$ cat src/rtl/ascon_ctrl_pkg.sv
// Shared types and helpers for the ASCON-128 AEAD control FSM.
package ascon_ctrl_pkg;

  // Highest round-constant index count of the ASCON permutation.
  localparam int NB_ROUNDS_MAX = 12;

  typedef enum logic [3:0] {
    ST_IDLE,
    ST_LOAD,
    ST_INIT,
    ST_WAIT_AD,
    ST_AD,
    ST_WAIT_DATA,
    ST_DATA,
    ST_FINAL,
    ST_TAG
  } ctrl_state_e;

  // First round-constant index of a permutation run of 'rounds' rounds.
  function automatic logic [3:0] round_start(input int rounds);
    return 4'(NB_ROUNDS_MAX - rounds);
  endfunction

endpackage

$ cat src/rtl/ascon_round_counter.sv
// Loadable 4-bit round counter; raises last_round on the final constant index.
module ascon_round_counter
  import ascon_ctrl_pkg::*;
(
  input  logic       clock_i,
  input  logic       resetb_i,
  input  logic       load,
  input  logic [3:0] start,
  input  logic       en,
  output logic [3:0] count,
  output logic       last_round
);

  // Load takes priority over increment so a new permutation can start on the
  // same edge that ends the previous one.
  always_ff @(posedge clock_i or negedge resetb_i) begin
    // NOTE: clocked state uses non-blocking assignments so every flop samples
    // pre-edge values regardless of statement order.
    if (!resetb_i) begin
      count <= '0;
    end else if (load) begin
      count <= start;
    end else if (en) begin
      count <= count + 4'd1;
    end
  end

  assign last_round = (count == 4'(NB_ROUNDS_MAX - 1));

endmodule

$ cat src/rtl/ascon_ctrl_fsm.sv
// ASCON-128 AEAD controller: sequences load, p^a/p^b permutations, XOR
// injections and cipher/tag capture, with an internal block counter and a
// ready/valid handshake pacing block input. All outputs are registered.
module ascon_ctrl_fsm
  import ascon_ctrl_pkg::*;
#(
  parameter int ROUNDS_A = 12,
  parameter int ROUNDS_B = 6,
  parameter int NB_W     = 4
) (
  input  logic            clock_i,
  input  logic            resetb_i,
  input  logic            start_i,
  input  logic            decrypt_i,
  input  logic [NB_W-1:0] nb_ad_i,
  input  logic [NB_W-1:0] nb_data_i,
  input  logic            data_valid_i,
  output logic            data_ready_o,
  output logic            data_sel_o,
  output logic            en_reg_state_o,
  output logic [3:0]      round_o,
  output logic [NB_W-1:0] block_o,
  output logic            en_xor_data_o,
  output logic            en_xor_key_o,
  output logic            en_xor_key_end_o,
  output logic            en_xor_lsb_o,
  output logic            en_cipher_o,
  output logic            en_tag_o,
  output logic            cipher_valid_o,
  output logic            decrypt_o,
  output logic            busy_o,
  output logic            end_o
);

  localparam logic [3:0] START_A  = round_start(ROUNDS_A);
  localparam logic [3:0] START_B  = round_start(ROUNDS_B);
  localparam logic [3:0] LAST_IDX = 4'(NB_ROUNDS_MAX - 1);
  localparam logic [3:0] PENULT   = 4'(NB_ROUNDS_MAX - 2);

  ctrl_state_e     state, state_nxt;
  logic [NB_W-1:0] blk, blk_nxt;
  logic [NB_W-1:0] nb_ad, nb_data;
  logic            cnt_load, cnt_en, last_round, nxt_last, xfer, entering;
  logic [3:0]      cnt_start, round;

  assign xfer     = data_valid_i & data_ready_o;
  assign entering = (state_nxt != state);
  assign round_o  = round;
  assign block_o  = blk;

  ascon_round_counter u_round_cnt (
    .clock_i    (clock_i),
    .resetb_i   (resetb_i),
    .load       (cnt_load),
    .start      (cnt_start),
    .en         (cnt_en),
    .count      (round),
    .last_round (last_round)
  );

  // Next state, block counter and round-counter control; the counter is
  // loaded on every state exit so it holds the right index on entry.
  always_comb begin
    // NOTE: every signal gets a default first so no path leaves one
    // unassigned, which would otherwise infer a latch.
    state_nxt = state;
    blk_nxt   = blk;
    cnt_load  = 1'b0;
    cnt_start = '0;
    cnt_en    = 1'b0;
    case (state)
      ST_IDLE: begin
        blk_nxt = '0;
        if (start_i) state_nxt = ST_LOAD;
      end
      ST_LOAD: begin
        state_nxt = ST_INIT;
        cnt_load  = 1'b1;
        cnt_start = START_A;
      end
      ST_INIT: begin
        if (last_round) begin
          cnt_load  = 1'b1;
          state_nxt = (nb_ad != '0) ? ST_WAIT_AD : ST_WAIT_DATA;
        end else begin
          cnt_en = 1'b1;
        end
      end
      ST_WAIT_AD: begin
        if (xfer) begin
          state_nxt = ST_AD;
          cnt_load  = 1'b1;
          cnt_start = START_B;
        end
      end
      ST_AD: begin
        if (last_round) begin
          cnt_load = 1'b1;
          if (blk == nb_ad - NB_W'(1)) begin
            state_nxt = ST_WAIT_DATA;
            blk_nxt   = '0;
          end else begin
            state_nxt = ST_WAIT_AD;
            blk_nxt   = blk + NB_W'(1);
          end
        end else begin
          cnt_en = 1'b1;
        end
      end
      ST_WAIT_DATA: begin
        if (xfer) begin
          cnt_load = 1'b1;
          if (blk == nb_data - NB_W'(1)) begin
            state_nxt = ST_FINAL;
            cnt_start = START_A;
          end else begin
            state_nxt = ST_DATA;
            cnt_start = START_B;
          end
        end
      end
      ST_DATA: begin
        if (last_round) begin
          cnt_load  = 1'b1;
          blk_nxt   = blk + NB_W'(1);
          state_nxt = ST_WAIT_DATA;
        end else begin
          cnt_en = 1'b1;
        end
      end
      ST_FINAL: begin
        if (last_round) begin
          cnt_load  = 1'b1;
          state_nxt = ST_TAG;
        end else begin
          cnt_en = 1'b1;
        end
      end
      ST_TAG: begin
        state_nxt = ST_IDLE;
        blk_nxt   = '0;
      end
      default: state_nxt = ST_IDLE;
    endcase
    // The cycle about to start is the last round of its permutation.
    nxt_last = (cnt_load && cnt_start == LAST_IDX) || (cnt_en && round == PENULT);
  end

  // State, latched message parameters and registered outputs, the latter
  // decoded from the state being entered so they line up with it.
  always_ff @(posedge clock_i or negedge resetb_i) begin
    if (!resetb_i) begin
      state            <= ST_IDLE;
      blk              <= '0;
      nb_ad            <= '0;
      nb_data          <= '0;
      decrypt_o        <= 1'b0;
      busy_o           <= 1'b0;
      data_ready_o     <= 1'b0;
      en_reg_state_o   <= 1'b0;
      data_sel_o       <= 1'b0;
      en_xor_data_o    <= 1'b0;
      en_cipher_o      <= 1'b0;
      en_xor_key_o     <= 1'b0;
      en_xor_key_end_o <= 1'b0;
      en_xor_lsb_o     <= 1'b0;
      en_tag_o         <= 1'b0;
      end_o            <= 1'b0;
      cipher_valid_o   <= 1'b0;
    end else begin
      state <= state_nxt;
      blk   <= blk_nxt;
      if (state == ST_IDLE && start_i) begin
        nb_ad     <= nb_ad_i;
        nb_data   <= (nb_data_i == '0) ? NB_W'(1) : nb_data_i;
        decrypt_o <= decrypt_i;
      end
      busy_o           <= (state_nxt != ST_IDLE);
      data_ready_o     <= state_nxt inside {ST_WAIT_AD, ST_WAIT_DATA};
      en_reg_state_o   <= state_nxt inside {ST_LOAD, ST_INIT, ST_AD, ST_DATA, ST_FINAL};
      data_sel_o       <= state_nxt inside {ST_INIT, ST_AD, ST_DATA, ST_FINAL};
      en_xor_data_o    <= entering && (state_nxt inside {ST_AD, ST_DATA, ST_FINAL});
      en_cipher_o      <= entering && (state_nxt inside {ST_DATA, ST_FINAL});
      en_xor_key_o     <= entering && (state_nxt == ST_FINAL);
      en_xor_key_end_o <= nxt_last && (state_nxt inside {ST_INIT, ST_FINAL});
      en_xor_lsb_o     <= nxt_last &&
                          ((state_nxt == ST_INIT && nb_ad == '0) ||
                           (state_nxt == ST_AD && blk_nxt == nb_ad - NB_W'(1)));
      en_tag_o         <= (state_nxt == ST_TAG);
      end_o            <= (state_nxt == ST_TAG);
      cipher_valid_o   <= en_cipher_o;
    end
  end

endmodule

$ cat config.mk
export PLATFORM = sky130hd
export DESIGN_NAME = ascon_ctrl_fsm
export DESIGN_NICKNAME = d
export VERILOG_FILES = /design/src/rtl/ascon_ctrl_pkg.sv /design/src/rtl/ascon_round_counter.sv /design/src/rtl/ascon_ctrl_fsm.sv
export SDC_FILE = /design/constraint.sdc
export NUM_CORES = 1
export LEC_CHECK = 0
export BUFFER_PORTS_ARGS = -buffer_cell sky130_fd_sc_hd__buf_4
export CAP_MARGIN = 20
export CORE_ASPECT_RATIO = 1.4
export CORE_UTILIZATION = 30
export CTS_CLUSTER_SIZE = 20
export DETAILED_ROUTE_END_ITERATION = 10
export PLACE_DENSITY = 0.61
export SLEW_MARGIN = 15
export SYNTH_ARGS = -nofsm -noshare
export SYNTH_HDL_FRONTEND = slang
export SYNTH_HIERARCHICAL = 1
export SYNTH_SLANG_ARGS = --single-unit
$ cat constraint.sdc
create_clock -name clock_i -period 2.2 [get_ports clock_i]
set_input_delay 0.22 -clock clock_i [delete_from_list [all_inputs] [get_ports clock_i]]
set_output_delay 0.22 -clock clock_i [all_outputs]
set_load 0.1 [all_outputs]
==> metrics <==
status=finished, violations left; failing checks=negative setup slack; GPL Wtd Cong=0.8218; non-filler instance count after layout=between 300 and 400; power share of the combinational group=~65%; sequential area share after synthesis=roughly two fifths; ANT cells=0; total track usage=15.22%; final net count=between 200 and 300; Clock power frac=between 10% and 20%; Seq pwr share=23.5%; vias per cell=4.773; Primary FF master, synth=dfrtp_1; Max IR drop VDD=431.8 uV; drt first-iter violations=80; async set-reset flop share out of synthesis=100.0%; final antenna-violating net count=0; Final min period=2205 ps; CTS sink cnt=32; Sw Ratio=slightly below 50%; Worst setup EP type=flop; clock-pin slew on the worst setup and hold paths=~70 ps; Final Worst Setup Slack=-5.280 ps; first-pass GRT wire length=8183 um; Pre-antenna DRT Iters=4; total global routing overflow=0; GRT met1 Usage=18.14%; GR Util met2=between 20% and 30%; global route hottest layer=met2; r2r setup slk=-5 ps; DR DRC count=0; Mapped Area=1926 um^2; routed length per placed instance=between 10 and 15 um; crit-path max FO=6; DP Cell Count=roughly 340; Fin. Hold Viols=0; Post-synth EDFFs=0; worst clock skew=roughly 8.3 ps; port bufs=33; Power Density=~1700 nW/um^2; Max Slew Vio Count=0; initial antenna violation count=0; worst skew pair latency=between 200 and 300 ps; yosys warns=6; Overall Power=~0.0047 W; met3 GRT Util=about 3.4%; CTS Root Cell=clkbuf_8; share of layout cells above drive strength 1=between 30% and 40%; Row Count=34; Synth cell types=50; I/O pin count=34; synthesis-to-finish area growth=39.83%; worst hold path class=input port to flop; # Max-Cap Violations=0; largest net degree at the start of global routing=33; Die X=approximately 70 um; crit start category=flop; Syn Area/Cell=just over 9 um^2; Leak=between 1 and 1.5 nW; vias in the first global route=between 1,500 and 2,000; Yosys reg bits=32; Final Setup Violations=2; Num CTS Buffers=5; Synth Instances=approximately 210; Starting Density=just over 30%; Required @ worst endpoint=around 2400 ps; max frequency=0.4535 GHz; routed vias=1,661; DPL Wire Length=approximately 3400 um; CP arrival=2390 ps; overall routed net length=4595 um; Net Switching=approximately 0.0023 W; Core ar.=between 6000 and 7000 um^2; RSZ-0062 raised after global routing=true; cell-internal power=roughly 0.0024 W; H-tree Lvls=2; critical path class=flop to flop; Final Cycle Share=100.2%; CTS Buffer Depth=2; Post-Route Setup TNS=-5.978 ps; CTS tree=done; chip height=between 90 and 100 um; die area=between 6000 and 7000 um^2
[cells in the final DEF, fill, tap and decap left out, types with 4 or more instances in the layout]
cell | netlist | layout
buf_4 | 3 | 64
nand2_1 | 34 | 33
dfrtp_1 | 32 | 23
nor2_1 | 16 | 16
nor3_1 | 10 | 10
xnor2_1 | 12 | 10
inv_1 | 8 | 8
xor2_1 | 9 | 8
o21ai_0 | 9 | 8
a21oi_1 | 6 | 6
dfrtp_2 | 0 | 6
nor2b_1 | 6 | 5
nand2b_1 | 6 | 5
clkbuf_8 | 0 | 5
nand3_1 | 4 | 4
mux2i_1 | 4 | 4
ha_1 | 5 | 4
[cell type report]
class                   count  area (um^2)
repair buffers             65        490.5
fillers                   622         3518
well taps                  72        90.09
clock inverters             2        35.03
clock buffers               6        72.57
flip-flops and latches     32        819.5
inverters                   8        30.03
multi-input cells         163         1155
[cell usage after synthesis, types with 2 or more instances]
cell | number | share of area, %
nand2_1 | 34 | 6.6
dfrtp_1 | 32 | 42
nor2_1 | 16 | 3.1
xnor2_1 | 12 | 5.5
nor3_1 | 10 | 2.6
o21ai_0 | 9 | 2.3
xor2_1 | 9 | 4.1
inv_1 | 8 | 1.6
a21oi_1 | 6 | 1.6
nand2b_1 | 6 | 1.9
nor2b_1 | 6 | 1.9
ha_1 | 5 | 3.2
mux2i_1 | 4 | 2.1
nand3_1 | 4 | 1.0
nor3b_1 | 4 | 1.6
buf_4 | 3 | 1.2
clkbuf_1 | 3 | 0.58
nand3b_1 | 3 | 1.2
a22oi_1 | 2 | 0.78
a31oi_1 | 2 | 0.65
buf_2 | 2 | 0.52
nor4_1 | 2 | 0.65
or2_2 | 2 | 0.65
[worst max-delay path: stages, from the launching register on]
cell      delay [ps]
dfrtp_4          430
ha_4             140
nand2_2           40
nor2_1            90
buf_4            170
nand2b_4          80
nor4_4           210
buf_4            170
xor2_4           170
nor2_1            60
a211o_1          330
a32o_1           220
[registers in the layout, indices dropped and copies added, names as in the netlist, 4 cells and up]
signal	cells
state	4
nb_data	4
u_round_cnt/count	4
block_o	4
nb_ad	4
[metal layers]
metal  part of all wire, %  up-vias
li1                      -      840
met2                    51       34
met4                   2.5        0
met5                     0        -
met3                   3.7        9
met1                    43      778
[cells by family after synthesis]
group,after synthesis,share of synthesized area [%]
XOR/XNOR,22,10.40
flip-flops,32,41.59
other,1,0.1947
AND/OR/NAND/NOR,97,25.73
buffers and inverters,17,4.418
multiplexers,5,2.664
AO/OA/AOI/OAI,30,10.66
adder cells (fa/ha/maj),7,4.353
[power by group through the flow]
stage | Sequential [W] | Clock, W | Combinational (W)
floorplan | 0.00176 | 0 | 0.00140
global placement | 0.00109 | 0 | 0.00285
detailed placement | 0.00110 | 0 | 0.00289
CTS | 0.00109 | 0.000585 | 0.00294
global route | 0.00114 | 0.000601 | 0.00327
finish | 0.00110 | 0.000562 | 0.00301
[stage by stage]
stage / setup slack, ps / area [um^2] / utilization [%] / hold WS, ps
3_3_place_gp: -32.80 / 2481 / 39.95 / 191.6
6_report: -5.280 / 2693 / 43.35 / 114.7
4_1_cts: -19.61 / 2651 / 42.69 / 108.8
2_1_floorplan: -280.4 / 1973 / - / -75.59
3_5_place_dp: -96.07 / 2481 / 39.95 / 197.5
5_1_grt: -142.6 / 2693 / 43.35 / 120.9
[timing repair]
| item | in CTS | in global routing |
|---|---|---|
| pin swaps | 2 | 4 |
| cloned | 0 | 0 |
| endpoints found under the hold margin | 32 | 0 |
| resized for setup | 8 | 6 |
| buffers inserted | 0 | 1 |
| endpoints found under the setup margin | 4 | 4 |
| hold buffers | 1 | 0 |
[path summary, 6_finish.rpt]
path / from / to / depth (start not counted)
setup / recovery: u_round_cnt/count[1]$_DFFE_PN0P_ / en_xor_lsb_o$_DFF_PN0_ / 11
min in group asynchronous: resetb_i / nb_ad[1]$_DFFE_PN0P_ / 2
hold / removal: nb_ad_i[2] / nb_ad[2]$_DFFE_PN0P_ / 3
setup reg to reg: u_round_cnt/count[1]$_DFFE_PN0P_ / en_xor_lsb_o$_DFF_PN0_ / 11
hold reg to reg: en_cipher_o$_DFF_PN0_ / cipher_valid_o$_DFF_PN0_ / 0
max in group asynchronous: resetb_i / block_o[2]$_DFF_PN0_ / 2
(Power assumes the default switching activity.)
